[src/rtl/cmp16_rr_sched.sv]
// Four-requester round-robin front end sharing a single DW-bit eq/gt/lt comparator.
// Define CMP_SIGNED_EN to compare operands as two's-complement signed values.
module cmp16_rr_sched #(
   parameter int unsigned DW = 16
) (
   input  logic            clk,
   input  logic            rst_n,
   input  logic [3:0]      req_valid,
   input  logic [4*DW-1:0] req_a,
   input  logic [4*DW-1:0] req_b,
   output logic [3:0]      req_ready,
   output logic            rsp_valid,
   input  logic            rsp_ready,
   output logic [1:0]      rsp_id,
   output logic            rsp_eq,
   output logic            rsp_gt,
   output logic            rsp_lt,
   output logic            busy
);

   typedef enum logic [1:0] {StIdle, StCmp, StResp} state_e;

   state_e        state_q;
   logic [1:0]    rr_ptr_q;
   logic [1:0]    id_q;
   logic [DW-1:0] a_q;
   logic [DW-1:0] b_q;
   logic          rsp_valid_q;
   logic [1:0]    rsp_id_q;
   logic          eq_q;
   logic          gt_q;
   logic          lt_q;

   logic          grant_any;
   logic [1:0]    grant_id;
   logic [1:0]    cand;
   logic [3:0]    grant_oh;
   logic [DW-1:0] sel_a;
   logic [DW-1:0] sel_b;
   logic          cmp_eq;
   logic          cmp_gt;
   logic          cmp_lt;

   // First valid requester at or after rr_ptr, wrapping modulo 4.
   always_comb begin
      grant_any = 1'b0;
      grant_id  = rr_ptr_q;
      cand      = rr_ptr_q;
      for (int k = 0; k < 4; k++) begin
         cand = rr_ptr_q + 2'(k);
         if (!grant_any && req_valid[cand]) begin
            grant_any = 1'b1;
            grant_id  = cand;
         end
      end
   end

   always_comb begin
      grant_oh = 4'b0000;
      if (grant_any) begin
         grant_oh[grant_id] = 1'b1;
      end
   end

   always_comb begin
      sel_a = '0;
      sel_b = '0;
      for (int i = 0; i < 4; i++) begin
         if (grant_id == 2'(i)) begin
            sel_a = req_a[i*DW +: DW];
            sel_b = req_b[i*DW +: DW];
         end
      end
   end

   always_comb begin
      cmp_eq = (a_q == b_q);
`ifdef CMP_SIGNED_EN
      cmp_gt = ($signed(a_q) > $signed(b_q));
`else
      cmp_gt = (a_q > b_q);
`endif
      cmp_lt = !cmp_eq && !cmp_gt;
   end

   always_ff @(posedge clk or negedge rst_n) begin
      if (!rst_n) begin
         state_q     <= StIdle;
         rr_ptr_q    <= 2'd0;
         id_q        <= 2'd0;
         a_q         <= '0;
         b_q         <= '0;
         rsp_valid_q <= 1'b0;
         rsp_id_q    <= 2'd0;
         eq_q        <= 1'b0;
         gt_q        <= 1'b0;
         lt_q        <= 1'b0;
      end else begin
         case (state_q)
            StIdle: begin
               if (grant_any) begin
                  a_q     <= sel_a;
                  b_q     <= sel_b;
                  id_q    <= grant_id;
                  state_q <= StCmp;
               end
            end
            StCmp: begin
               eq_q        <= cmp_eq;
               gt_q        <= cmp_gt;
               lt_q        <= cmp_lt;
               rsp_id_q    <= id_q;
               rsp_valid_q <= 1'b1;
               state_q     <= StResp;
            end
            StResp: begin
               if (rsp_ready) begin
                  rsp_valid_q <= 1'b0;
                  rr_ptr_q    <= rsp_id_q + 2'd1;
                  state_q     <= StIdle;
               end
            end
            default: begin
               rsp_valid_q <= 1'b0;
               state_q     <= StIdle;
            end
         endcase
      end
   end

   // Gate with rst_n so the grant is low during reset even with requests pending.
   assign req_ready = (rst_n && (state_q == StIdle)) ? grant_oh : 4'b0000;
   assign busy      = (state_q != StIdle);
   assign rsp_valid = rsp_valid_q;
   assign rsp_id    = rsp_id_q;
   assign rsp_eq    = eq_q;
   assign rsp_gt    = gt_q;
   assign rsp_lt    = lt_q;

endmodule
[config.mk]
export PLATFORM = sky130hd
export DESIGN_NAME = cmp16_rr_sched
export DESIGN_NICKNAME = d
export VERILOG_FILES = /design/src/rtl/cmp16_rr_sched.sv
export SDC_FILE = /design/constraint.sdc
export NUM_CORES = 1
export LEC_CHECK = 0
export BUFFER_PORTS_ARGS = -buffer_cell sky130_fd_sc_hd__buf_2
export CAP_MARGIN = 10
export CORE_MARGIN = 4
export CORE_UTILIZATION = 51
export CTS_BUF_LIST = sky130_fd_sc_hd__clkbuf_8 sky130_fd_sc_hd__clkbuf_16
export CTS_CLUSTER_SIZE = 30
export DETAILED_ROUTE_END_ITERATION = 8
export PLACE_DENSITY_LB_ADDON = 0.15
export SKIP_CTS_REPAIR_TIMING = 1
export SLEW_MARGIN = 10
export SYNTH_ARGS = -nofsm -noshare
export SYNTH_HDL_FRONTEND = slang
export SYNTH_SLANG_ARGS = --single-unit
export TNS_END_PERCENT = 5
[constraint.sdc]
create_clock -name clk -period 4.6 [get_ports clk]
set_clock_uncertainty 0.1 [all_clocks]
set_input_delay 1.15 -clock clk [delete_from_list [all_inputs] [get_ports clk]]
set_output_delay 1.15 -clock clk [all_outputs]
set_load 0.01 [all_outputs]
==> summary.txt <==
Run status
  • Run status: completed

STA
  • Post-route setup TNS: 0 ns
  • Portion of the clock cycle consumed by the worst path in the final layout: a little over four fifths
  • Number of endpoints with negative hold slack in the final report: 0
  • Setup repair after global routing missed its margin: false
  • Max Clk Rate: 255.9 MHz
  • Setup violators final: 0
  • Slew margin rel.: 55.10%
  • Fin crit period: ~4 ns
  • Slew at the pin closest to its max-slew limit: 0.6734 ns
  • Number of max-slew violations in the final report: 0

Floorplan
  • Core Box Area: slightly below 6000 µm²
  • Starting density of the core: 52.90%
  • Boundary pin count: about 150
  • Die Y-Extent: between 80 and 90 µm
  • Row Count: 28
  • Overall die width: a little under 90 µm
  • Area of the die: around 7500 µm²

Yosys
  • Largest area contributor in the synthesized netlist: sky130_fd_sc_hd__dfrtp_1
  • Gate count of the mapped netlist: between 300 and 400
  • Number of enable-type register cells in the synthesized netlist: 0
  • Most area-consuming cells after synthesis: sky130_fd_sc_hd__dfrtp_1, sky130_fd_sc_hd__ha_1, sky130_fd_sc_hd__o221ai_1, sky130_fd_sc_hd__o21ai_0, sky130_fd_sc_hd__a211oi_1
  • Cell area after synthesis: 3151 µm²
  • Yosys synthesis warning count: 0
  • Synth Flop Type: sky130_fd_sc_hd__dfrtp_1
  • Number of unique standard cell types used by synthesis: between 40 and 50
  • Portion of the post-synthesis area used by sequential elements: a little over a third
  • Async SR Flop Fraction: 100.0%
  • Fraction of synthesized cell area taken by the top area cell type: 34.95%
  • Synthesis-stage register bit count: 44
  • Syn Nets: 517
  • Synthesized area per cell: between 8 and 9 µm²

Route
  • Routed length on met1: 4126 µm
  • Vias per cell: 5.850
  • Post-route ant nets: 0
  • Average wire per standard cell: 17.01 µm
  • DRT Pass-1 Iters: 4
  • Initial drt markers: 161
  • Highest routed metal layer: met4
  • Metal2 WL: 4750 µm
  • Met3 layer wire length in the routed design: 711 µm
  • Remaining design rule violation count: 0
  • Final Routed Wirelength: 9782 µm
  • Via count: 3364

Worst setup path
  • Number of cells on the worst reg-to-reg path: 6
  • Setup CP Type: input pin to output port
  • Worst reg2reg endpoint: a_q[2]
  • R2r startpoint: rr_ptr_q[1]
  • Top fanout value on the critical path: 15
  • Nature of the critical path endpoint: output port
  • Reg2reg setup slack: ~2.1 ns
  • Worst Path Required: 3.35 ns
  • Arrival time of the worst setup path: 2.66 ns
  • Startpoint type of the worst setup path: input pin

Power and ir drop
  • Total leakage power: 1.926 nW
  • Worst vdd rail ir drop: approximately 290 µV
  • Sequential fraction of design power: 29.7%
  • Internal cell power: 1.295 mW
  • Pwr/cell area: roughly 600 nW/µm²
  • Net switching power of the design: 1.135 mW
  • Portion of total power attributed to combinational logic: roughly three fifths
  • Clock network fraction of design power: 10.6%
  • Switching share of power: a little under half

CTS
  • Clock tree sinks: 44
  • CTS tree: done
  • Max Buffers Root-to-Sink: 2
  • Clk Tree Root Cell: sky130_fd_sc_hd__clkbuf_8
  • Num CTS Buffers: 5
  • Clock network latency to the later pin of the worst-skew pair: 0.30 ns
  • Clock transition at path regs: ~0.080 ns
  • CTS HTree Levels: 2

Layout
  • Leading cell types in the layout, fill and taps excluded: sky130_fd_sc_hd__buf_2, sky130_fd_sc_hd__dfrtp_1, sky130_fd_sc_hd__nand2_1
  • Diode count: 0
  • # nets final: 650
  • Post-route design area: 4008 µm²
  • Non-filler instance count after layout: 575
  • Fraction of final layout cells with drive strength greater than 1: 34.60%
  • P&R area growth vs syn: 27.20%
  • Most frequent standard cell in the layout excluding fill and tap cells: sky130_fd_sc_hd__buf_2

Placement
  • Placer's final routability congestion estimate: 0.8907
  • Final HPWL from detailed placement: roughly 7400 µm
  • Buffers on Ports: between 100 and 150
  • Number of placed cells counting well taps: around 570
  • Placed standard-cell area: 3915 µm²

Global routing
  • Overall routing resource usage: 25.52%
  • Pin count of the biggest net entering global routing: 45
  • Number of global-route vias before repair: 3260
  • Wire length of the first global-routing pass: roughly 15000 µm
  • Total overflow reported by the global router: 0
  • Number of antenna violations at the first check in global routing: 0

Worst hold path
  • Worst hold path endpoint: rsp_valid
  • Hold path startpoint: rsp_valid
  • Min-Delay Path Depth: 1
  • Type of the tightest min-delay check: flip-flop to flip-flop

Run
  • Max Cap Violations: 0
-- critical path, cell delays in order --
cell                       delay (ns)
sky130_fd_sc_hd__buf_2           0.16
sky130_fd_sc_hd__or2_2           0.33
sky130_fd_sc_hd__o221ai_2        0.54
sky130_fd_sc_hd__nor2_1          0.12
sky130_fd_sc_hd__nor3_1          0.18
sky130_fd_sc_hd__buf_2           0.17
-- power groups by stage --
stage               clock [mW]  sequential, mW  combinational [mW]
detailed placement           0           0.728                1.44
global placement             0           0.723                1.40
CTS                      0.259           0.723                1.45
global route             0.277           0.745                1.62
finish                   0.259           0.723                1.45
floorplan                    0           0.684                1.06
-- metal layers --
layer / vias to the layer above / track usage (%)
li1: 1656 / -
met1: 1566 / 33.31
met2: 126 / 42.98
met3: 16 / 4.087
met4: 0 / 8.782
met5: - / 0
-- worst max-delay path by stage --
stage / startpoint / endpoint / slack, ns
finish: req_valid[1] / req_ready[0] / 0.69
global route: req_valid[3] / req_ready[0] / 0.60
CTS: req_valid[1] / req_ready[0] / 0.74
detailed placement: req_valid[1] / req_ready[0] / 0.75
global placement: req_valid[1] / req_ready[0] / 0.77
floorplan: req_valid[1] / req_ready[0] / 0.87
-- synth_stat cells, types with 2 or more instances --
cell type	count
sky130_fd_sc_hd__buf_4	2
sky130_fd_sc_hd__o221ai_1	16
sky130_fd_sc_hd__a21oi_1	19
sky130_fd_sc_hd__inv_1	18
sky130_fd_sc_hd__ha_1	16
sky130_fd_sc_hd__mux2_1	3
sky130_fd_sc_hd__clkbuf_1	17
sky130_fd_sc_hd__nor2_2	2
sky130_fd_sc_hd__nor2_1	20
sky130_fd_sc_hd__nand2_1	28
sky130_fd_sc_hd__o211ai_1	3
sky130_fd_sc_hd__a221o_1	3
sky130_fd_sc_hd__a221oi_1	13
sky130_fd_sc_hd__or2_2	2
sky130_fd_sc_hd__a211oi_1	17
sky130_fd_sc_hd__o21a_1	4
sky130_fd_sc_hd__nand3_1	20
sky130_fd_sc_hd__nor2b_1	5
sky130_fd_sc_hd__o22ai_1	9
sky130_fd_sc_hd__a21boi_0	16
sky130_fd_sc_hd__o21ai_1	10
sky130_fd_sc_hd__nor4_1	2
sky130_fd_sc_hd__a21o_1	15
sky130_fd_sc_hd__buf_2	7
sky130_fd_sc_hd__o21ai_0	26
sky130_fd_sc_hd__a22oi_1	6
sky130_fd_sc_hd__nor3_1	2
sky130_fd_sc_hd__dfrtp_1	44
sky130_fd_sc_hd__nand2b_1	3
-- metrics by stage --
stage | util (%) | hold slack [ns] | power (mW) | worst slack (ns)
after CTS | 67.29 | 0.3810 | 2.434 | 0.7408
after floorplan | - | 0.3348 | 1.745 | 0.8721
after detailed placement | 65.74 | 0.3620 | 2.172 | 0.7465
final | 67.29 | 0.3731 | 2.430 | 0.6918
after global routing | 67.29 | 0.3913 | 2.643 | 0.5967
after global placement | 65.74 | 0.3566 | 2.122 | 0.7743
-- state kept, by name (all words and copies together) (netlist names) --
register   flops
id_q           2
rsp_gt         1
rr_ptr_q       2
a_q           16
rsp_valid      1
rsp_lt         1
rsp_eq         1
state_q        2
b_q           16
rsp_id         2
-- logic make-up after synthesis --
logic type,after synthesis,synth area share (%)
AO/OA/AOI/OAI,165,37.21
XOR/XNOR,1,0.2780
multiplexers,4,1.430
adder cells (fa/ha/maj),16,6.354
buffers and inverters,46,6.036
flip-flops,44,34.95
AND/OR/NAND/NOR,90,13.74
-- final cells by class --
cell class                      instances  area [µm²]
Tap cell                               75       93.84
Multi-Input combinational cell        276        1863
Clock inverter                          2       10.01
Inverter                               19       71.32
Clock buffer                            6       82.58
Fill cell                             546        1948
Timing Repair Buffer                  153       785.8
Sequential cell                        44        1101
No activity file was read; power rests on OpenSTA's default activity.
